<file path="src/rtl/c432_irq_sched_pkg.sv">
// Shared constants and enums for the c432 interrupt scheduler.
// Bus codes double as the gnt_bus_o encoding.
package c432_sched_pkg;

    localparam int NUM_CH  = 9;
    localparam int NUM_BUS = 3;
    localparam int CNT_W   = 4;

    typedef enum logic [1:0] {
        BUS_A = 2'd0,
        BUS_B = 2'd1,
        BUS_C = 2'd2
    } bus_e;

    typedef enum logic [1:0] {
        IDLE,
        EVAL,
        GRANT
    } state_e;

endpackage

</file>
<file path="src/rtl/c432_irq_sched_core.sv">
// Combinational c432 priority decode: bus A over B over C, lowest channel wins.
// req packs bus A in [8:0], bus B in [17:9] and bus C in [26:18].
module c432_core
    import c432_sched_pkg::*;
(
    input  logic [NUM_BUS*NUM_CH-1:0] req,
    input  logic [NUM_CH-1:0]         en,
    output logic                      hit_a,
    output logic                      hit_b,
    output logic                      hit_c,
    output logic [3:0]                chan
);

    logic [NUM_CH-1:0] va;
    logic [NUM_CH-1:0] vb;
    logic [NUM_CH-1:0] vc;
    logic [NUM_CH-1:0] win;

    assign va    = req[NUM_CH-1:0] & en;
    assign vb    = req[2*NUM_CH-1:NUM_CH] & en;
    assign vc    = req[3*NUM_CH-1:2*NUM_CH] & en;
    assign hit_a = |va;
    assign hit_b = |vb;
    assign hit_c = |vc;
    assign win   = hit_a ? va : (hit_b ? vb : vc);

    // Scan from the top so the lowest set channel is the last one written.
    always_comb begin
        chan = '0;
        for (int k = NUM_CH - 1; k >= 0; k--) begin
            if (win[k]) chan = 4'(k);
        end
    end

endmodule

</file>
<file path="src/rtl/c432_irq_sched.sv">
// Interrupt scheduler: sticky pending regs, masked snapshot into the c432 core,
// fixed settle time, then one grant at a time over valid/ready.
module c432_irq_sched
    import c432_sched_pkg::*;
#(
    parameter int EVAL_CYCLES = 2,
    parameter int NUM_CH      = 9
) (
    input  logic              clk,
    input  logic              rst_n,
    input  logic [NUM_CH-1:0] req_a_i,
    input  logic [NUM_CH-1:0] req_b_i,
    input  logic [NUM_CH-1:0] req_c_i,
    input  logic              en_wr_i,
    input  logic [NUM_CH-1:0] en_data_i,
    output logic              gnt_valid_o,
    input  logic              gnt_ready_i,
    output logic [1:0]        gnt_bus_o,
    output logic [3:0]        gnt_chan_o,
    output logic              busy_o
);

    state_e            state;
    state_e            state_nxt;
    logic [CNT_W-1:0]  cnt;
    logic [NUM_CH-1:0] pend_a, pend_b, pend_c;
    logic [NUM_CH-1:0] snap_a, snap_b, snap_c;
    logic [NUM_CH-1:0] snap_en;
    logic [NUM_CH-1:0] en_mask;
    logic [NUM_CH-1:0] clr_a, clr_b, clr_c;
    logic              any_pend;
    logic              accept;
    logic              hit_a, hit_b, hit_c;
    logic [3:0]        core_chan;
    logic [1:0]        core_bus;

    assign any_pend = |(pend_a & en_mask) | |(pend_b & en_mask) | |(pend_c & en_mask);
    assign accept   = (state == GRANT) && gnt_ready_i;

    // The mask is snapshotted with the requests so a mid-EVAL mask write cannot alter the result.
    c432_core u_core (
        .req   ({snap_c, snap_b, snap_a}),
        .en    (snap_en),
        .hit_a (hit_a),
        .hit_b (hit_b),
        .hit_c (hit_c),
        .chan  (core_chan)
    );

    assign core_bus = hit_a ? BUS_A : (hit_b ? BUS_B : BUS_C);

    always_ff @(posedge clk or negedge rst_n) begin
        if (!rst_n) state <= IDLE;
        else        state <= state_nxt;
    end

    always_comb begin
        state_nxt = state;
        case (state)
            IDLE:    if (any_pend) state_nxt = EVAL;
            EVAL:    if (cnt == '0) state_nxt = GRANT;
            GRANT:   if (gnt_ready_i) state_nxt = IDLE;
            default: state_nxt = IDLE;
        endcase
    end

    always_comb begin
        clr_a = '0;
        clr_b = '0;
        clr_c = '0;
        if (accept) begin
            case (gnt_bus_o)
                BUS_A:   clr_a[gnt_chan_o] = 1'b1;
                BUS_B:   clr_b[gnt_chan_o] = 1'b1;
                default: clr_c[gnt_chan_o] = 1'b1;
            endcase
        end
    end

    always_ff @(posedge clk or negedge rst_n) begin
        if (!rst_n) begin
            pend_a     <= '0;
            pend_b     <= '0;
            pend_c     <= '0;
            snap_a     <= '0;
            snap_b     <= '0;
            snap_c     <= '0;
            snap_en    <= '0;
            en_mask    <= '1;
            cnt        <= '0;
            gnt_bus_o  <= '0;
            gnt_chan_o <= '0;
        end else begin
            if (en_wr_i) en_mask <= en_data_i;
            // OR-ing requests after the clear lets a same-edge set win.
            pend_a <= (pend_a & ~clr_a) | req_a_i;
            pend_b <= (pend_b & ~clr_b) | req_b_i;
            pend_c <= (pend_c & ~clr_c) | req_c_i;
            if (state == IDLE && any_pend) begin
                snap_a  <= pend_a & en_mask;
                snap_b  <= pend_b & en_mask;
                snap_c  <= pend_c & en_mask;
                snap_en <= en_mask;
                cnt     <= CNT_W'(EVAL_CYCLES - 1);
            end
            if (state == EVAL) begin
                if (cnt == '0) begin
                    gnt_bus_o  <= core_bus;
                    gnt_chan_o <= core_chan;
                end else begin
                    cnt <= cnt - 1'b1;
                end
            end
        end
    end

    assign gnt_valid_o = (state == GRANT);
    assign busy_o      = (state != IDLE);

endmodule

</file>
<file path="config.mk">
export PLATFORM = sky130hd
export DESIGN_NAME = c432_irq_sched
export DESIGN_NICKNAME = d
export VERILOG_FILES = /design/src/rtl/c432_irq_sched_pkg.sv /design/src/rtl/c432_irq_sched_core.sv /design/src/rtl/c432_irq_sched.sv
export SDC_FILE = /design/constraint.sdc
export NUM_CORES = 1
export LEC_CHECK = 0
export BUFFER_PORTS_ARGS = -buffer_cell sky130_fd_sc_hd__buf_2
export CORE_UTILIZATION = 35
export DETAILED_ROUTE_END_ITERATION = 12
export PLACE_DENSITY_LB_ADDON = 0.1
export SETUP_SLACK_MARGIN = 0.2
export SYNTH_ARGS = -nofsm -noshare
export SYNTH_HDL_FRONTEND = slang
export SYNTH_SLANG_ARGS = --single-unit
export TNS_END_PERCENT = 10
</file>
<file path="constraint.sdc">
create_clock -name clk -period 4.5 [get_ports clk]
set_input_delay 0.225 -clock clk [delete_from_list [all_inputs] [get_ports clk]]
set_output_delay 0.225 -clock clk [all_outputs]
set_load 0.02 [all_outputs]
</file>
# After elaboration in Yosys (flattened, before gate mapping)
# Index checks and enable logic that the tools add are counted.
[op_classes]
reduce_logical = 15
n_eq_ne = 6
n_lt_le_gt_ge = 2
muxes = 28
n_addsub = 1
n_bitwise = 17
[op_table]
columns = ["op", "count"]
rows = [
  ["$and A9 B9 Y9", 9],
  ["$mux W9", 8],
  ["$mux W4", 12],
  ["$reduce_or A9 Y1", 5],
  ["$not A9 Y9", 3],
  ["$or A9 B9 Y9", 3],
  ["$mux W2", 5],
  ["$pmux W2 S3", 1],
  ["$lt A4 B5 Y1 const B", 1],
  ["$demux W1 S4", 1],
  ["$eq A2 B1 Y1 const B", 2],
  ["$ge A4 B1 Y1 const B", 1],
  ["$logic_not A2 Y1", 2],
  ["$logic_not A4 Y1", 1],
  ["$ne A2 B2 Y1 const B", 2],
  ["$sub A4 B1 Y4 const B", 1],
  ["$logic_and A1 B1 Y1", 3],
  ["$reduce_and A3 Y1", 1],
  ["$eq A2 B2 Y1 const B", 1],
  ["$ne A2 B1 Y1 const B", 1],
  ["$or A1 B1 Y1", 2],
  ["$reduce_and A2 Y1", 1],
  ["$reduce_bool A2 Y1", 1],
  ["$reduce_or A2 Y1", 1],
  ["$mux W1", 1],
]
[word_totals]
input_bits = 40
wordCells = 81
regBits = 84

# Depth between registers and ports, before layout
# Gate-level depths: netlist of run 1.
[logic_depth]
ltp_word = 13
ltp_mapped = 9

# Cells and area by module
# From an unflattened synthesis of run 1, not the netlist that was laid out.
[hier_totals]
hier_cells = 396
hier_area_um2 = 4131.5
[by_module_without_submodules]
columns = ["mod", "cells_per_inst", "area_each_um2", "instances"]
rows = [
  ["c432_irq_sched", 319, 3577.2, 1],
  ["c432_core", 77, 554.3, 1],
]

# Worst setup path before layout of run 1
# Ideal clock, no wire load.
[synth_path]
path_kind = "register -> register"
startpoint = "reg snap_en[3]"
endpoint = "reg gnt_chan_o[0]"
path_stages_with_launch = 9
slack_ps = 2552
arrival_time_ps = 1827
setup_time_ps = 121
path_cell_list = "dfrtp_1 > a22oi_1 > and4_4 > buf_6 > a31oi_4 > a211oi_4 > o211ai_1 > a31o_1 > a22o_1"
[synth_between]
elab_chain_cells = 12
[synth_rtl]
columns = ["item", "line_no", "source"]
rows = [
  ["start, declared", "c432_irq_sched.sv:28", "logic [NUM_CH-1:0] snap_en;"],
  ["start signal, assigned", "c432_irq_sched.sv:103", "snap_en <= en_mask;"],
  ["$and A9 B9 Y9", "c432_irq_sched_core.sv:20", "assign vb = req[2*NUM_CH-1:NUM_CH] & en;"],
  ["$reduce_or A9 Y1", "c432_irq_sched_core.sv:23", "assign hit_b = |vb;"],
  ["$mux W9", "c432_irq_sched_core.sv:25", "assign win = hit_a ? va : (hit_b ? vb : vc);"],
  ["$mux W9 (*)", "c432_irq_sched_core.sv:25", ""],
  ["$mux W4 (7 in a row)", "c432_irq_sched_core.sv:31", "if (win[k]) chan = 4'(k);"],
  ["$mux W4 (*)", "c432_irq_sched_core.sv:31", ""],
  ["end signal, assigned", "c432_irq_sched.sv:109", "gnt_chan_o <= core_chan;"],
  ["end, declared", "c432_irq_sched.sv:19", "output logic [3:0] gnt_chan_o,"],
]
# Every way passes the cells marked *; elsewhere a longest branch is shown, timed or not.
# A chain may end at the register's enable or synchronous reset.

# Worst setup path in the final report of run 1
[layout_path]
startpoint = "reg pend_c[2]"
endpoint = "reg cnt[0]"
[layout_between]
elab_chain_cells = 7
[layout_rtl]
columns = ["item", "line_no", "source"]
rows = [
  ["start, declared", "c432_irq_sched.sv:26", "logic [NUM_CH-1:0] pend_a, pend_b, pend_c;"],
  ["start signal, assigned", "c432_irq_sched.sv:98", "pend_c <= (pend_c & ~clr_c) | req_c_i;"],
  ["$and A9 B9 Y9 (*)", "c432_irq_sched.sv:37", "assign any_pend = |(pend_a & en_mask) | |(pend_b & en_mask) | |(pend_c & en_mask);"],
  ["$reduce_or A9 Y1 (*)", "c432_irq_sched.sv:37", ""],
  ["$or A1 B1 Y1 (*)", "c432_irq_sched.sv:37", ""],
  ["$logic_and A1 B1 Y1 (*)", "c432_irq_sched.sv:99", "if (state == IDLE && any_pend) begin"],
  ["$mux W4 (*)", "c432_irq_sched.sv:99", ""],
  ["$mux W4", "c432_irq_sched.sv:107", "if (cnt == '0) begin"],
  ["$mux W4 (*)", "c432_irq_sched.sv:106", "if (state == EVAL) begin"],
  ["end signal, assigned", "c432_irq_sched.sv:104", "cnt <= CNT_W'(EVAL_CYCLES - 1);"],
  ["end signal, assigned", "c432_irq_sched.sv:111", "cnt <= cnt - 1'b1;"],
  ["end, declared", "c432_irq_sched.sv:25", "logic [CNT_W-1:0] cnt;"],
]
# Marked as above.

==> metrics.sh, run 1 <==
SYNTHESIS.INSTANCES=395
ROUTE.DETAILED.WL_PER_INST_UM=17.1
PLACED_CELLS_INCL_TAPS=574
CRITPATHSLOWESTCELL='or2_2'
SYNTH_ENABLE_FLOP_CELLS=0
POST-ROUTE-UTIL_PCT=41.4
COUNT_OF_SYNTHESIS_STAGE_WARNINGS_FROM_YOSYS=0
ROUTED-VIA-COUNT=3035
NNETSFINAL=487
SYNTHDISTINCTLIBCELLS=53
SETUP_REPAIR_AFTER_GLOBAL_ROUTING_MISSED_ITS_MARGIN='false'
REG2REG_SLACK_NS=2.12
GRT_PASS1_VIAS=2993
NUMCLOCKSINKS=84
CLKSLEWWORSTSETUPHOLDPATHS_NS=0.08
CTS_ROOT_BUF='clkbuf_8'
COMBPWRFRAC_PCT=40.0
CLKLATENCYLATEPIN_NS=0.35
FINCLKSKEW_NS=0.00791
YOSYS_REGISTER_BITS=84
FIN_SETUP_TNS_NS=0
INITIAL_UTILIZATION_PCT=35.9
FF2FF_PATH_DEPTH=7
LAYOUT.CELLS.NON_FILLER=592
SYNTH_FP_NETS=436
CTS_MADE_BUFFERS=9
POST_SYNTHESIS_CELL_AREA_UM2=3890
WIRE_LENGTH_OF_THE_FIRST_GLOBAL_ROUTING_PASS_UM=16700
FINAL_LAYOUT_SIZE_SUFFIX_GT1_SHARE_PCT=22.4
CTSHTREEMAXLEVEL=3
WORST_SLEW_MARGIN_REL_PCT=54.5
SHARE_OF_YOSYS_CELL_AREA_CLAIMED_BY_THE_TOP_AREA_CELL_TYPE_PCT=48.2
DIEAREA_UM2=11600
MAXSLEWVIOLCOUNT=0
YOSYS.AREA.TOP_TYPE='dfrtp_1'
NET-SWITCHING-POWER_mW=1.22
DRTPASS1ITERATIONS=5
WORSTHOLDPATHCELLS=2
MAX_STAGE_DELAY_NS=0.61
CHAIN_OF_CELLS_FORMING_THE_CRITICAL_PATH='a22oi_1 -> and3_1 -> nand4_1 -> nor3_1 -> or2_2 -> nand2_1 -> mux2_2'
MAXCLOCKFREQUENCY_MHz=420
TIMING.CRITICAL_PATH.ARRIVAL_NS=2.63
ANTENNA_FOUND_INITIAL=0
P_SEQ_SHARE_PCT=41.5
GRT_REMAINING_OVERFLOW=0
HOLD_SLACK_NS=0.0438
WORST-PATH-MAX-FANOUT=38
P_SW_SHARE_PCT=41.8
ROUTED_WL_UM=10100
FINAL_INSTANCE_AREA_UM2=4480
CRITICAL_REGISTER_TO_REGISTER_PATH_STARTPOINT='pend_c[2]'
MOSTFREQUENTLAYOUTCELL='nand2_1'
SYNTH_SEQUENTIAL_AREA_RATIO_PCT=54.3
REG2REG_TO='cnt[0]'
DP.FINAL_HPWL_UM=7550
CRITICAL_PATH_CLASS='flop to flop'
CORE.ROWCOUNT=38
POSTSYNTHAREAPERCELL_UM2=9.86
HOLD_VIOLATIONS=0
DIE_HEIGHT_UM=107
I_O_PINS=48
YS_ASYNC_SR_FRACTION_PCT=100
WORSTHOLDENDPOINT='pend_b[3]'
AREA_GROWTH_FROM_SYNTHESIS_TO_LAYOUT_PCT=15.2
COMMONEST_CELLS_AFTER_ROUTING_FILL_AND_TAPS_ASIDE='nand2_1 (118), dfrtp_1 (75), buf_2 (46)'
DIE_WIDTH_UM=107
POWER.SHARE.CLOCK_PCT=18.4
WORST_IR_DROP_ON_VDD_mV=0.270
DETAIL_ROUTE.VIAS_PER_CELL=5.13
GRT_START_MAX_NET_PINS=50
PRE_CTS_SLACK_NS=2.09
TOTAL_DESIGN_POWER_mW=2.93
POSTPLACECELLAREA_UM2=4280
CORE_AREA_UM2=10800
TIGHTESTPINTRANSITION_NS=0.673
CTS.REPAIR.RESIZED=0
CTS_POST_SETUP_BUFFERS_INSERTED=0
POWER_DENSITY_nW_PER_UM2=652
REMAINING_DRC_ERRORS=0
DR.FIRST_ITER.DRC_COUNT=222
SETUP.WORST_PATH.START_CLASS='flop'
SETUP_VIOL=0
RUN_STATUS='finished, final reports clean'
FINAL_LAYOUT_FILL_CELL_COUNT=1121
LAYOUT_MIN_CYCLE_TIME_NS=2.38
STARTPOINT_OF_THE_LOWEST_SLACK_HOLD_PATH='req_b_i[3]'
YOSYS_MOST_USED_DFF='dfrtp_1'
MAX_CAP_VIOLS=0
GROUTE.USAGE.OVERALL_PCT=19.5
FINAL.PERIOD_UTILIZATION_PCT=53.0
POSTLAYOUTSETUPSLACKWORST_NS=2.12
REQUIRED_ARRIVAL_TIME_AT_THE_WORST_ENDPOINT_NS=4.74
ENDPOINT_KIND='flop'
PLACE.GP.CONGESTION=0.819
YOSYS-TOP-CELLS-AREA='dfrtp_1 (48%), nand2_1 (11%), dfstp_2 (6.1%)'
LEAKAGE_nW=1.90
ANTENNA_LEFT=0
PORT_BUFFERS=47
HOLD_PATH.CLASS='input pin to flop'
INTPOWER_mW=1.70
CTS_TREE='built'
LONGEST_CLK_PATH_BUFS=2
## synthesized netlist by cell type (all sizes together), types with 3 or more instances
cell / number
a21o: 27
a22oi: 11
clkbuf: 5
nor2b: 4
a31o: 4
nand2: 119
nand3: 28
buf: 7
o21ai: 22
inv: 5
dfrtp: 75
nand2b: 7
or2: 3
a31oi: 3
nand4: 5
o221ai: 3
mux2: 10
a21oi: 5
dfstp: 9
nor3: 7
a21boi: 3
nor2: 5
## critical path, delay by kind of cell (launching register included)
kind | cells | cell delay, ns
and+or+nand+nor | 5 | 1.32
DFF | 1 | 0.40
muxes | 1 | 0.29
AOI/OAI and AO/OA | 1 | 0.25
## state kept, by name (all words and copies together), names as in the netlist
| register | cells |
|---|---|
| snap_en | 9 |
| snap_b | 9 |
| snap_c | 9 |
| gnt_bus_o | 2 |
| cnt | 4 |
| gnt_chan_o | 4 |
| pend_c | 9 |
| pend_a | 9 |
| state | 2 |
| pend_b | 9 |
| en_mask | 9 |
| snap_a | 9 |
## final cells by class
cell class | instances | area, um2 | area share [%]
Sequential cell | 84 | 2110 | 47.1
Multi-Input combinational cell | 294 | 1700 | 38.0
Timing Repair Buffer | 52 | 278 | 6.19
Tap cell | 140 | 175 | 3.91
Clock buffer | 12 | 145 | 3.24
Clock inverter | 4 | 48.8 | 1.09
Inverter | 5 | 18.8 | 0.419
Antenna cell | 1 | 2.50 | 0.0558
## repair_timing
action	4_1_cts	5_1_grt
hold endpoints to repair	32	0
endpoints found under the setup margin	0	0
hold buffers	1	0
## cells by family after synthesis
group	after synthesis	synth area share [%]
AOI/OAI and AO/OA	93	18.3
adders and majority gates	1	0.321
buffers and inverters	17	2.06
DFF	84	54.3
muxes	12	3.41
and+or+nand+nor	188	21.7
## layer usage
layer  global-route usage [%]  vias to the layer above  wire [um]
met2                     27.5                       56       4380
met1                     30.1                     1471       5300
met5                        0                        -          0
met4                     7.53                        0        141
li1                         -                     1499          -
met3                     2.30                        9        303
## power groups by stage
stage               clock network [mW]  logic, mW  registers [mW]
floorplan                            0      0.921            1.17
global placement                     0       1.17            1.22
detailed placement                   0       1.17            1.23
CTS                              0.558       1.18            1.21
global route                     0.590       1.33            1.25
finish                           0.540       1.17            1.21
## worst max-delay path by stage
stage | start | end | slack (ns) | depth (start not counted)
2_1_floorplan | snap_en[3] | gnt_chan_o[0] | 2.55 | 8
3_3_place_gp | pend_c[2] | cnt[0] | 2.15 | 7
3_5_place_dp | pend_c[2] | cnt[0] | 2.09 | 7
4_1_cts | pend_c[2] | cnt[0] | 2.08 | 7
5_1_grt | pend_c[2] | cnt[0] | 1.91 | 7
6_report | pend_c[2] | cnt[0] | 2.12 | 7
Power figures use the tool's default switching activity.
==> run 2: changes to the inputs <==
==> constraint.sdc (replaced) <==
create_clock -name clk -period 2.29 [get_ports clk]
set_input_delay 0.1145 -clock clk [delete_from_list [all_inputs] [get_ports clk]]
set_output_delay 0.1145 -clock clk [all_outputs]
set_load 0.02 [all_outputs]
==> metrics.sh, run 2 (synthesis results as in run 1) <==
POSTLAYOUTSETUPSLACKWORST_NS=0.157  # -1.96 ns
DP.FINAL_HPWL_UM=7700  # +2.0%
CLKSLEWWORSTSETUPHOLDPATHS_NS=0.09  # about the same
CTS_TREE='built'
ANTENNA-DIODE-COUNT=0  # -1
CRITICAL_PATH_CLASS='flop to flop'
RUN_STATUS='finished, final reports clean'
TIMING.CRITICAL_PATH.ARRIVAL_NS=2.38  # -0.25 ns
ROUTED-VIA-COUNT=3227  # +6.3%
ANTENNA_FOUND_INITIAL=0  # unchanged
CRITICAL_REGISTER_TO_REGISTER_PATH_STARTPOINT='snap_en[1]'
MAXCLOCKFREQUENCY_MHz=469  # +12%
LONGEST_CLK_PATH_BUFS=2  # unchanged
TIGHTESTPINTRANSITION_NS=0.631  # -0.0419 ns
HOLD_SLACK_NS=0.237  # +0.193 ns
CLKLATENCYLATEPIN_NS=0.36  # about the same
MAX_CAP_VIOLS=0  # unchanged
COMMONEST_CELLS_AFTER_ROUTING_FILL_AND_TAPS_ASIDE='nand2_1 (117), dfrtp_1 (74), buf_2 (46)'
ANTENNA_LEFT=0  # unchanged
I_O_PINS=48  # unchanged
CORE.ROWCOUNT=38  # unchanged
DETAIL_ROUTE.VIAS_PER_CELL=5.05  # -1.5%
STARTPOINT_OF_THE_LOWEST_SLACK_HOLD_PATH='en_wr_i'
MAXSLEWVIOLCOUNT=0  # unchanged
ENDPOINT_KIND='flop'
INITIAL_UTILIZATION_PCT=35.9  # unchanged
REMAINING_DRC_ERRORS=0  # unchanged
LAYOUT_MIN_CYCLE_TIME_NS=2.13  # -0.250 ns
FF2FF_PATH_DEPTH=7  # unchanged
CORE_AREA_UM2=10800  # unchanged
HOLD_PATH.CLASS='input pin to flop'
GR-USAGE-MET3_PCT=2.60  # +0.30 points
CTS_MADE_BUFFERS=9  # unchanged
FINAL_LAYOUT_SIZE_SUFFIX_GT1_SHARE_PCT=24.2  # +1.9 points
GROUTE.USAGE.OVERALL_PCT=20.4  # +0.94 points
NUMCLOCKSINKS=84  # unchanged
CTS_ROOT_BUF='clkbuf_8'
GLOBAL_ROUTE.USAGE.MET1_PCT=30.7  # +0.63 points
DR.FIRST_ITER.DRC_COUNT=182  # -18%
WORST-PATH-MAX-FANOUT=6  # -84%
PRE_CTS_SLACK_NS=0.123  # -1.97 ns
GRT_PASS1_VIAS=3129  # +4.5%
SETUP.WORST_PATH.START_CLASS='flop'
POWER_DENSITY_nW_PER_UM2=1230  # +89%
HOLD_VIOLATIONS=0  # unchanged
DIE_HEIGHT_UM=107  # unchanged
DRTPASS1ITERATIONS=5  # unchanged
WORST_SLEW_MARGIN_REL_PCT=57.4  # +2.8 points
SETUP_REPAIR_AFTER_GLOBAL_ROUTING_MISSED_ITS_MARGIN='true'
GRT_START_MAX_NET_PINS=40  # -20%
DIE_WIDTH_UM=107  # unchanged
WIRE_LENGTH_OF_THE_FIRST_GLOBAL_ROUTING_PASS_UM=17500  # +4.7%
WORSTHOLDPATHCELLS=2  # unchanged
FINCLKSKEW_NS=0.00659  # -0.00132 ns
FIN_SETUP_TNS_NS=0  # unchanged
REG2REG_SLACK_NS=0.16  # -1.96 ns
LEAKAGE_nW=2.12  # +11%
MOSTFREQUENTLAYOUTCELL='nand2_1'
NNETSFINAL=535  # +9.9%
FINAL.PERIOD_UTILIZATION_PCT=93.1  # +40 points
REQUIRED_ARRIVAL_TIME_AT_THE_WORST_ENDPOINT_NS=2.54  # -2.20 ns
WORST_IR_DROP_ON_VDD_mV=0.420  # +56%
ROUTE.DETAILED.WL_PER_INST_UM=16.7  # -2.6%
GR_UTIL_MET2_PCT=29.6  # +2.2 points
REG2REG_TO='gnt_chan_o[0]'
AREA_GROWTH_FROM_SYNTHESIS_TO_LAYOUT_PCT=28.9
PORT_BUFFERS=47  # unchanged
GR-MAX-USAGE-LAYER='met1'
ROUTED_WL_UM=10600  # +5.1%
PLACE.GP.CONGESTION=0.819  # about the same
GRT_REMAINING_OVERFLOW=0  # unchanged
CTSHTREEMAXLEVEL=3  # unchanged
WORSTHOLDENDPOINT='en_mask[6]'
DIEAREA_UM2=11600  # unchanged
SETUP_VIOL=0  # unchanged
[run 2: cell count changes in the layout (fill, tap and decap cells not counted), sizes merged]
cell | previous run | this run
clkbuf | 12 | 11
inv | 5 | 6
buf | 51 | 61
dlygate4sd3 | 1 | 38
clkinv | 3 | 1
clkinvlp | 0 | 2
diode | 1 | 0
and4 | 2 | 3
[run 2: where the power goes]
part | leakage, nW | total (mW) | internal (mW) | switching [mW]
logic | 1.09 | 2.64 | 1.14 | 1.51
registers | 0.929 | 2.42 | 1.92 | 0.500
clock network | 0.102 | 1.13 | 0.566 | 0.562
[run 2: worst max-delay path: stages, from the launching register on]
cell      delay [ns]
dfrtp_1         0.44
a22oi_2         0.27
and4_4          0.37
a31oi_4         0.10
a211oi_2        0.33
nand2_1         0.08
a31o_1          0.22
a22o_1          0.20
[run 2: layout make-up]
cell class / count / area, um2
clock inverters: 5 / 58.8
inverters: 5 / 18.8
clock buffers: 11 / 151
flip-flops and latches: 84 / 2110
repair buffers: 99 / 748
fillers: 1066 / 5820
multi-input cells: 295 / 1750
well taps: 140 / 175
[run 2: metrics by stage]
step,std cells,instance area (um2),power (mW),utilization (%)
floorplan,395,3890,4.11,-
global route,639,5020,6.67,46.3
finish,639,5020,6.19,46.3
global placement,580,4350,4.83,40.1
detailed placement,580,4350,4.83,40.1
CTS,636,4970,6.12,45.8
[run 2: worst max-delay path by stage]
stage                          start             to  slack [ns]  cells after the start
after global placement    snap_en[2]  gnt_chan_o[0]        0.17                      7
after global routing      snap_en[1]  gnt_chan_o[0]        0.05                      7
after detailed placement  snap_en[7]  gnt_chan_o[1]        0.12                      7
final                     snap_en[1]  gnt_chan_o[0]        0.16                      7
after CTS                  snap_b[1]  gnt_chan_o[1]        0.20                      7
after floorplan           snap_en[3]  gnt_chan_o[0]        0.34                      8
[run 2: layer usage]
layer / vias to the layer above / part of all wire (%)
met1: 1544 / 52
met2: 74 / 44
li1: 1595 / -
met4: 0 / 1.7
met5: - / 0
met3: 14 / 2.6
[run 2: what timing repair did]
| action | 4_1_cts | 5_1_grt |
|---|---|---|
| endpoints found under the setup margin | 3 | 7 |
| hold endpoints to repair | 70 | 0 |
| cloned | 1 | 0 |
| gates resized for setup | 4 | 7 |
| pin swaps | 6 | 6 |
| buffers inserted | 1 | 3 |
| hold buffers | 38 | 0 |
==> run 3: changes to the inputs <==
--- a/config.mk
+++ b/config.mk
@@ -6,9 +6,11 @@
 export NUM_CORES = 1
 export LEC_CHECK = 0
 export BUFFER_PORTS_ARGS = -buffer_cell sky130_fd_sc_hd__buf_2
+export CELL_PAD_IN_SITES_DETAIL_PLACEMENT = 1
+export CELL_PAD_IN_SITES_GLOBAL_PLACEMENT = 2
 export CORE_UTILIZATION = 35
 export DETAILED_ROUTE_END_ITERATION = 12
-export PLACE_DENSITY_LB_ADDON = 0.1
+export PLACE_DENSITY = 0.83
 export SETUP_SLACK_MARGIN = 0.2
 export SYNTH_ARGS = -nofsm -noshare
 export SYNTH_HDL_FRONTEND = slang
==> metrics.sh, run 3 (synthesis results as in run 1) <==
RUN_STATUS='finished, final reports clean'
HOLD_VIOLATIONS=0  # unchanged
REMAINING_DRC_ERRORS=0  # unchanged
FINAL.PERIOD_UTILIZATION_PCT=90.3  # -2.8 points
SEQUENTIAL_AREA_UM2=2120  # about the same
GRT_START_MAX_NET_PINS=57  # +43%
HOLD_SLACK_NS=0.221  # -0.0153 ns
CRITPATHSLOWESTCELL='dfrtp_1'
MAX_STAGE_DELAY_NS=0.44  # about the same
CTS_MADE_BUFFERS=9  # unchanged
GRT_PASS1_VIAS=3635  # +16%
GRT_REMAINING_OVERFLOW=0  # unchanged
DP.FINAL_HPWL_UM=8210  # +6.6%
TIMING.CRITICAL_PATH.ARRIVAL_NS=2.32  # -0.06 ns
POWER_DENSITY_nW_PER_UM2=1290  # +4.6%
ROUTED-VIA-COUNT=3337  # +3.4%
WORST_SLEW_MARGIN_REL_PCT=55.8  # -1.6 points
ANTENNA-DIODE-COUNT=0  # unchanged
DETAIL_ROUTE.VIAS_PER_CELL=5.24  # +3.7%
CRITICAL_PATH_CLASS='flop to flop'
FINCLKSKEW_NS=0.0102  # +0.00357 ns
P_SEQ_SHARE_PCT=37.1  # -2.0 points
DIEAREA_UM2=11600  # unchanged
SETUP_VIOL=0  # unchanged
MAXCLOCKFREQUENCY_MHz=483  # +3.1%
CTSHTREEMAXLEVEL=3  # unchanged
AREA_GROWTH_FROM_SYNTHESIS_TO_LAYOUT_PCT=30.2
CHAIN_OF_CELLS_FORMING_THE_CRITICAL_PATH='a22oi_2 -> and3_1 -> nand4_1 -> nor3_1 -> buf_4 -> or2_2 -> nand2_1 -> mux2_2'
CLKLATENCYLATEPIN_NS=0.36  # about the same
DR.FIRST_ITER.DRC_COUNT=194  # +6.6%
WORST-PATH-MAX-FANOUT=4  # -2
LONGEST_CLK_PATH_BUFS=2  # unchanged
MAXSLEWVIOLCOUNT=0  # unchanged
I_O_PINS=48  # unchanged
COMBPWRFRAC_PCT=41.8  # -0.9 points
NET-SWITCHING-POWER_mW=2.62  # +2.1%
P_SW_SHARE_PCT=40.1  # -1.4 points
PATH_BUF_INV=1  # +1
ROUTED_WL_UM=11600  # +9.0%
PLACE.GP.CONGESTION=0.846  # +3.3%
ANTENNA_LEFT=0  # unchanged
LAYOUT_MIN_CYCLE_TIME_NS=2.07  # -0.0645 ns
PORT_BUFFERS=47  # unchanged
DIE_HEIGHT_UM=107  # unchanged
MULTIINPUTGATEAREA_UM2=1760  # +0.36%
GROUTE.USAGE.OVERALL_PCT=21.9  # +1.5 points
NUMCLOCKSINKS=84  # unchanged
WIRE_LENGTH_OF_THE_FIRST_GLOBAL_ROUTING_PASS_UM=18900  # +8.1%
CTS_TREE='built'
INTPOWER_mW=3.92  # +8.2%
HOLD_PATH.CLASS='input pin to flop'
TOTAL_DESIGN_POWER_mW=6.54  # +5.7%
CRITPATHTOPFAMILY='simple AND/OR/NAND/NOR gates'
ENDPOINT_KIND='flop'
CTS_ROOT_BUF='clkbuf_8'
ROUTE.DETAILED.WL_PER_INST_UM=18.2  # +9.4%
FINAL_LAYOUT_SIZE_SUFFIX_GT1_SHARE_PCT=23.7  # -0.51 points
CORE_AREA_UM2=10800  # unchanged
LAYOUT.CELLS.NON_FILLER=637  # -0.31%
POWER.SHARE.CLOCK_PCT=21.1  # +2.9 points
ANTENNA_FOUND_INITIAL=0  # unchanged
REQUIRED_ARRIVAL_TIME_AT_THE_WORST_ENDPOINT_NS=2.54  # about the same
CLKSLEWWORSTSETUPHOLDPATHS_NS=0.09  # about the same
PLACED_CELLS_INCL_TAPS=578  # -0.34%
DIE_WIDTH_UM=107  # unchanged
WORST_IR_DROP_ON_VDD_mV=0.485  # +15%
INITIAL_UTILIZATION_PCT=35.9  # unchanged
TIGHTESTPINTRANSITION_NS=0.654  # +0.0234 ns
NNETSFINAL=533  # -0.37%
SETUP_REPAIR_AFTER_GLOBAL_ROUTING_MISSED_ITS_MARGIN='true'
SETUP.WORST_PATH.START_CLASS='flop'
LEAKAGE_nW=2.15  # +1.3%
DRTPASS1ITERATIONS=4  # -1
FINAL_LAYOUT_FILL_CELL_COUNT=1248  # +17%
COMMONEST_CELLS_AFTER_ROUTING_FILL_AND_TAPS_ASIDE='nand2_1 (117), dfrtp_1 (73), buf_2 (46)'
MOSTFREQUENTLAYOUTCELL='nand2_1'
MAX_CAP_VIOLS=0  # unchanged
FIN_SETUP_TNS_NS=0  # unchanged
CORE.ROWCOUNT=38  # unchanged
==> run 3: changes by cell type in the layout (fill, tap and decap cells not counted), sizes merged <==
cell      before  now
buf           61   59
inv            6    5
bufinv         1    4
clkinvlp       2    0
==> run 3: power by group through the flow <==
stage / combinational, mW / clock, mW / sequential, mW
2_1_floorplan: 1.81 / 0 / 2.30
3_3_place_gp: 2.40 / 0 / 2.41
3_5_place_dp: 2.47 / 0 / 2.43
4_1_cts: 2.62 / 1.41 / 2.41
5_1_grt: 3.03 / 1.46 / 2.49
6_report: 2.74 / 1.38 / 2.43
==> run 3: what timing repair did <==
item                       in CTS  in global routing
hold endpoints to repair       65                  0
setup endpoints to repair       5                 15
hold buffers                   38                  0
resized for setup               4                  9
buffers inserted                1                  3
gates cloned                    1                  0
pin swaps                       2                 12
==> run 3: through the flow <==
stage | area (um2) | worst slack, ns | util (%)
after floorplan | 3890 | 0.342 | -
after global placement | 4350 | 0.184 | 40.1
after detailed placement | 4350 | 0.111 | 40.1
after CTS | 5010 | 0.157 | 46.2
after global routing | 5070 | 0.112 | 46.8
final | 5070 | 0.221 | 46.8
==> run 3: routing by layer <==
layer | GRT usage, % | share of wire, % | wire length, um | up-vias
li1 | - | - | - | 1589
met1 | 28.4 | 46 | 5290 | 1664
met2 | 36.3 | 49 | 5730 | 69
met3 | 3.81 | 3.3 | 384 | 15
met4 | 8.81 | 1.8 | 206 | 0
met5 | 0 | 0 | 0 | -
==> run 3: worst paths after layout <==
path,cells past startpoint,endpoint,slack [ns],start
max in group asynchronous,3,en_mask[7],1.41,rst_n
setup reg to reg,8,cnt[0],0.22,pend_c[2]
hold / removal,2,en_mask[7],0.22,en_wr_i
min in group asynchronous,2,pend_c[3],0.23,rst_n
setup / recovery,8,cnt[0],0.22,pend_c[2]
hold reg to reg,2,snap_c[0],0.49,snap_c[0]
==> run 3: area by class of cell <==
cell class / instances / area share (%)
flip-flops and latches: 84 / 41.7
multi-input cells: 295 / 34.7
repair buffers: 97 / 14.7
well taps: 140 / 3.46
clock buffers: 11 / 2.59
clock inverters: 5 / 2.47
inverters: 5 / 0.370
